===== src/rtl/fifo_wr_packer.sv =====
// Write-side packer: gathers IN_WIDTH lanes LSB-first into DATA_WIDTH words and feeds an async FIFO.
// Define WR_PACKER_TIMEOUT_EN to build the idle auto-flush counter (TIMEOUT cycles).
module fifo_wr_packer #(
  parameter int unsigned IN_WIDTH   = 8,
  parameter int unsigned DATA_WIDTH = 32,
  parameter int unsigned TIMEOUT    = 16
) (
  input  logic                  wclk,
  input  logic                  wrst_n,
  input  logic                  s_valid,
  output logic                  s_ready,
  input  logic [IN_WIDTH-1:0]   s_data,
  input  logic                  s_last,
  input  logic                  full,
  output logic                  winc,
  output logic [DATA_WIDTH-1:0] wdata,
  output logic                  busy
);

  localparam int unsigned Ratio = DATA_WIDTH / IN_WIDTH;
  localparam int unsigned CntW  = (Ratio > 1) ? $clog2(Ratio) : 1;
  localparam logic [CntW-1:0] LastLane = CntW'(Ratio - 1);

  if ((DATA_WIDTH % IN_WIDTH) != 0 || Ratio < 2 || TIMEOUT < 1) begin : g_bad_params
    $error("fifo_wr_packer: DATA_WIDTH must be a multiple (>=2) of IN_WIDTH, TIMEOUT >= 1");
  end

  typedef enum logic [0:0] {StIdle, StFill} state_e;

  state_e                state_q, state_d;
  logic [DATA_WIDTH-1:0] acc_q, acc_d;
  logic [CntW-1:0]       lane_cnt_q, lane_cnt_d;
  logic [DATA_WIDTH-1:0] hold_data_q, hold_data_d;
  logic                  hold_vld_q, hold_vld_d;

  logic                  hold_free;
  logic                  accept;
  logic                  lane_done;
  logic                  flush;
  logic                  complete;
  logic [DATA_WIDTH-1:0] acc_lane;
  logic [DATA_WIDTH-1:0] word;

  assign hold_free = ~hold_vld_q | ~full;
  assign accept    = s_valid & s_ready;
  assign lane_done = accept & (s_last | (lane_cnt_q == LastLane));
  assign complete  = lane_done | flush;

  // Upper lanes of acc are always zero past lane_cnt, so a flushed word is already zero-filled.
  always_comb begin
    acc_lane = acc_q;
    acc_lane[lane_cnt_q*IN_WIDTH +: IN_WIDTH] = s_data;
  end

  assign word = lane_done ? acc_lane : acc_q;

`ifdef WR_PACKER_TIMEOUT_EN
  localparam int unsigned TmrW = $clog2(TIMEOUT + 1);
  localparam logic [TmrW-1:0] TmrMax = TmrW'(TIMEOUT - 1);

  logic [TmrW-1:0] idle_cnt_q, idle_cnt_d;
  logic            timeout_flush;

  // Counter saturates at TmrMax while the hold register is blocked.
  always_comb begin
    timeout_flush = (state_q == StFill) && !accept && (idle_cnt_q == TmrMax) && hold_free;
    idle_cnt_d    = idle_cnt_q;
    if (accept || (state_q != StFill) || timeout_flush) begin
      idle_cnt_d = '0;
    end else if (idle_cnt_q != TmrMax) begin
      idle_cnt_d = idle_cnt_q + 1'b1;
    end
  end

  always_ff @(posedge wclk) begin
    if (!wrst_n) begin
      idle_cnt_q <= '0;
    end else begin
      idle_cnt_q <= idle_cnt_d;
    end
  end

  assign flush = timeout_flush;
`else
  assign flush = 1'b0;
`endif

  // State register.
  always_ff @(posedge wclk) begin
    if (!wrst_n) begin
      state_q <= StIdle;
    end else begin
      state_q <= state_d;
    end
  end

  // Next-state logic.
  always_comb begin
    state_d = state_q;
    unique case (state_q)
      StIdle: begin
        if (accept && !lane_done) begin
          state_d = StFill;
        end
      end
      StFill: begin
        if (complete) begin
          state_d = StIdle;
        end
      end
      default: state_d = StIdle;
    endcase
  end

  // Outputs; everything is forced quiet while reset is asserted.
  always_comb begin
    s_ready = wrst_n & hold_free;
    winc    = wrst_n & hold_vld_q & ~full;
    wdata   = wrst_n ? hold_data_q : '0;
    busy    = wrst_n & (hold_vld_q | (state_q == StFill));
  end

  // Accumulator and hold register datapath.
  always_comb begin
    acc_d       = acc_q;
    lane_cnt_d  = lane_cnt_q;
    hold_data_d = hold_data_q;
    hold_vld_d  = hold_vld_q;
    if (complete) begin
      acc_d       = '0;
      lane_cnt_d  = '0;
      hold_data_d = word;
      hold_vld_d  = 1'b1;
    end else begin
      if (accept) begin
        acc_d      = acc_lane;
        lane_cnt_d = lane_cnt_q + 1'b1;
      end
      if (winc) begin
        hold_vld_d = 1'b0;
      end
    end
  end

  always_ff @(posedge wclk) begin
    if (!wrst_n) begin
      acc_q       <= '0;
      lane_cnt_q  <= '0;
      hold_data_q <= '0;
      hold_vld_q  <= 1'b0;
    end else begin
      acc_q       <= acc_d;
      lane_cnt_q  <= lane_cnt_d;
      hold_data_q <= hold_data_d;
      hold_vld_q  <= hold_vld_d;
    end
  end

endmodule


===== config.mk =====
export PLATFORM = sky130hd
export DESIGN_NAME = fifo_wr_packer
export DESIGN_NICKNAME = d
export VERILOG_FILES = /design/src/rtl/fifo_wr_packer.sv
export SDC_FILE = /design/constraint.sdc
export NUM_CORES = 1
export LEC_CHECK = 0
export ABC_AREA = 1
export CORE_MARGIN = 2
export CORE_UTILIZATION = 60
export DETAILED_ROUTE_END_ITERATION = 16
export HOLD_SLACK_MARGIN = 0.05
export PLACE_DENSITY = 0.91
export SLEW_MARGIN = 30
export SYNTH_ARGS = -nofsm -noshare
export SYNTH_HDL_FRONTEND = slang
export SYNTH_SLANG_ARGS = --single-unit

===== constraint.sdc =====
create_clock -name wclk -period 3.3 [get_ports wclk]
set_input_delay 0.825 -clock wclk [delete_from_list [all_inputs] [get_ports wclk]]
set_output_delay 0.825 -clock wclk [all_outputs]
set_load 0.005 [all_outputs]

== Yosys cells after proc, flatten, opt, wreduce, memory -nomap -nowiden ==
Cells that the tools add are included.
Storage, ports and cells
  flip-flop bits (word level): 68
  output and inout bits: 35
  bits of input ports: 13
  logic and storage cells: 34
Cells by class
  add/sub/neg operators: 2
  equal/unequal tests: 1
  bitwise logic cells: 13
  shift-type cells: 2
  multiplexer cells: 7
  reductions and logical operators: 4
Operators with widths (number)
  $neg 5->34: 1
  $shift 8x34->32 const A: 1
  $shiftx 8x34->32: 1
  $bwmux 32: 1
  $mux 32: 1
  $and 1x1->1: 6
  $mux 1: 4
  $not 1->1: 4
  $or 1x1->1: 3
  $add 2x1->2 const B: 1
  $eq 2x2->1 const B: 1
  $pmux 1 s2: 1
  $reduce_bool 2->1: 1
  $reduce_or 2->1: 1
  $logic_and 1x1->1: 1
  $logic_not 1->1: 1

== Logic depth before layout (Yosys ltp) ==
  depth in word-level cells: 9
  depth in mapped cells: 10
  gate-level depth less buffers: 8

== Worst setup path after synthesis ==
OpenSTA, ideal clock, no wires.
  path type: input to output
  start: in wrst_n
  end: out wdata[18]
  stages on the path: 5
  data required time: 2.475 ns
  path slack: 1.037 ns
  data arrival time: 1.438 ns
  buffers on the path: 3
  cell sequence: buf_4 -> buf_2 -> buf_2 -> nand2_1 -> inv_1
Between the ends
  word-level cells in the longest chain between the ends: 1
Ends and longest elaborated chain
  from (decl): line 9  | input logic wrst_n,
  $mux 32: line 119  | wdata = wrst_n ? hold_data_q : '0;
  to (decl): line 16  | output logic [DATA_WIDTH-1:0] wdata,
Every way passes these cells.

== Final worst setup path ==
  start: in full
  end: out s_ready
Between the ends
  word-level cells in the longest chain between the ends: 3
Ends and longest elaborated chain
  from (decl): line 14  | input logic full,
  $not 1->1: line 44  | assign hold_free = ~hold_vld_q | ~full;
  $or 1x1->1: line 44
  $and 1x1->1: line 117  | s_ready = wrst_n & hold_free;
  to (decl): line 11  | output logic s_ready,
Every way passes these cells.

==> run metrics <==
clk_skew 0.00359 ns; critical path endpoint category primary output; Fmax 0.351 GHz; H-tree levels 3; grt met3 use 5.87%; synthesized netlist cell count 605; worst skew pair latency 0.35 ns; reg2reg start lane_cnt_q[0]$_SDFFE_PP0P_; WL/cell 11.9 µm; largest net degree at the start of global routing 56; M2 GR Usage 45.3%; diode count 0; CTS tree yes; critical-path cell list clkdlybuf4s50_1, a21oi_1, clkdlybuf4s50_1; full die area 0.00683 mm²; VDD IR-drop max 0.000296 V; WP buf/inv 2; Max Slew Vio Count 0; Setup violations, final 0; die width 82.7 µm; most common flop cell mapped by yosys dfxtp_1; Sw Ratio 27.8%; WP data arrival 2.02 ns; WHS Path Cells 2; DR vias/cell 5.17; Clock Path Buffers 2; cts hold-fix bufs 0; vias in the first global route 3466; # clock sinks 68; clock group share of total power 35.5%; hold slack 0.461 ns; commonest non-fill, non-tap cells in the layout nand2_1, nor2_1, inv_1; global-route wire length before repair 14.7 mm; crit path time final 2.85 ns; Final TNS setup 0 ns; FF-to-FF End hold_data_q[13]$_SDFFE_PN0P_; fillers 475; R2R Setup Slk 0.93 ns; register area share after synthesis 36.7%; die height 82.7 µm; Psw 523 µW; WP data required 2.47 ns; Yosys cell types 22; total number of vias 3707; setup bufs post-CTS 0; Worst Hold Class reg2reg; GP Congestion 0.887; HPWL after detailed placement 5.77 mm; critical path startpoint category input port; clock slew at reported path FFs 0.07 ns; Crit path top cell by count clkdlybuf4s50_1; Static Leak 0.00225 µW; Synthesis Warnings 0; drt first pass iters 8; Combinational Power Share 16.9%; max_cap viols 0; Slew @ Worst Pin 0.644 ns; Crit path max-delay family buffers and inverters; clock tree root buffer cell clkbuf_8; drt drc 0; share of layout cells above drive strength 1 4.21%; total gr overflow 0; initial antenna violation count 0; Post-synth ARST share 0%; I/O Buffers 47; CTS Buf Count 9; post-CTS sizing 0; row cnt 28; R2R cell count 7; Finished Layout Cells 717; Flop pwr share 47.6%; grt peak-use layer met2; Slowest cell on crit path clkdlybuf4s50_1; DRT iter0 DRCs 423; Final Hold Viols 0; Layout Area Growth over Synthesis 16.6%; largest fanout on the critical path 3; post-placement cell count 702; WS Path Type in2out; GR Util met1 32.8%; starting density of the core 62.4%; RSZ-0062 raised after global routing false; Net Count, Synth 623; commonest non-fill, non-tap cell in the layout nand2_1; Internal 1360 µW; Tcrit/Tclk final 86.2%; Slew headroom 56.9%; routed wire length 8.50 mm; I/O pin count 48; Crit path largest cell delay 0.53 ns; Mapped Avg Cell Area 6.14 µm²; GR Util All Layers 27.6%; outcome finished clean; Synth Cell Area 0.00371 mm²; synthesized flop and latch total 68; fin nets 656; core footprint 0.00596 mm²; ANT nets after route 0; number of synthesized flops with an enable pin 0; Power Dens Cells 435 mW/mm²
## power by group through the flow
stage | logic (µW) | registers, µW | clock network (µW)
after floorplan | 234 | 904 | 0
after global placement | 298 | 910 | 0
after detailed placement | 312 | 913 | 0
after CTS | 316 | 895 | 668
after global routing | 364 | 901 | 708
final | 318 | 896 | 669
## area by class of cell
type	instances	area [µm²]	area share (%)
multi-input cells	412	1800	41.6
flip-flops and latches	68	1360	31.4
repair buffers	53	536	12.4
inverters	94	353	8.15
clock buffers	13	149	3.44
well taps	75	93.8	2.17
clock inverters	2	35.0	0.809
## worst min-delay path: stages (launching register included)
cell,delay (ns)
dfxtp_1,0.30
inv_1,0.06
a21oi_1,0.05
## cell families after synthesis
logic type / count (synthesis) / synth area share [%]
adder cells (fa/ha/maj): 5 / 1.68
buffers and inverters: 125 / 14.8
AND/OR/NAND/NOR: 361 / 38.9
flip-flops: 68 / 36.7
AO/OA/AOI/OAI: 45 / 7.68
XOR/XNOR: 1 / 0.236
## flip-flops by register name, summed over array words and instances (netlist names), named ones only
name and count:
hold_vld_q 1, lane_cnt_q 2, hold_data_q 32, acc_q 32
## metrics by stage
stage	utilization [%]	area (µm²)	total power, µW	setup WS (ns)
floorplan	-	3710	1140	1.04
global placement	69.6	4150	1210	0.479
detailed placement	69.6	4150	1220	0.470
CTS	72.7	4330	1880	0.454
global route	72.7	4330	1970	0.414
finish	72.7	4330	1880	0.454
## worst max-delay path by stage
stage	startpoint	endpoint	cells past startpoint
after floorplan	wrst_n	wdata[18]	5
after global placement	full	winc	3
after detailed placement	full	s_ready	3
after CTS	full	s_ready	3
after global routing	full	s_ready	3
final	full	s_ready	3
## cell usage after synthesis, drive strengths merged (2+ instances only)
library cell / n / area (µm²)
o21bai: 24 / 180
buf: 25 / 175
ha: 5 / 62.6
nand2: 165 / 624
nor2: 142 / 538
clkbuf: 6 / 22.5
dfxtp: 68 / 1360
o21ai: 16 / 80.1
clkinv: 2 / 7.51
a21oi: 5 / 25.0
nand3: 52 / 265
inv: 92 / 345
## layer usage
layer | wire, µm | share of wire, %
met4 | 276 | 3.2
met5 | 0 | 0
met3 | 573 | 6.7
met2 | 3990 | 47
met1 | 3660 | 43
Note: power is estimated with default switching activity, not from simulation.
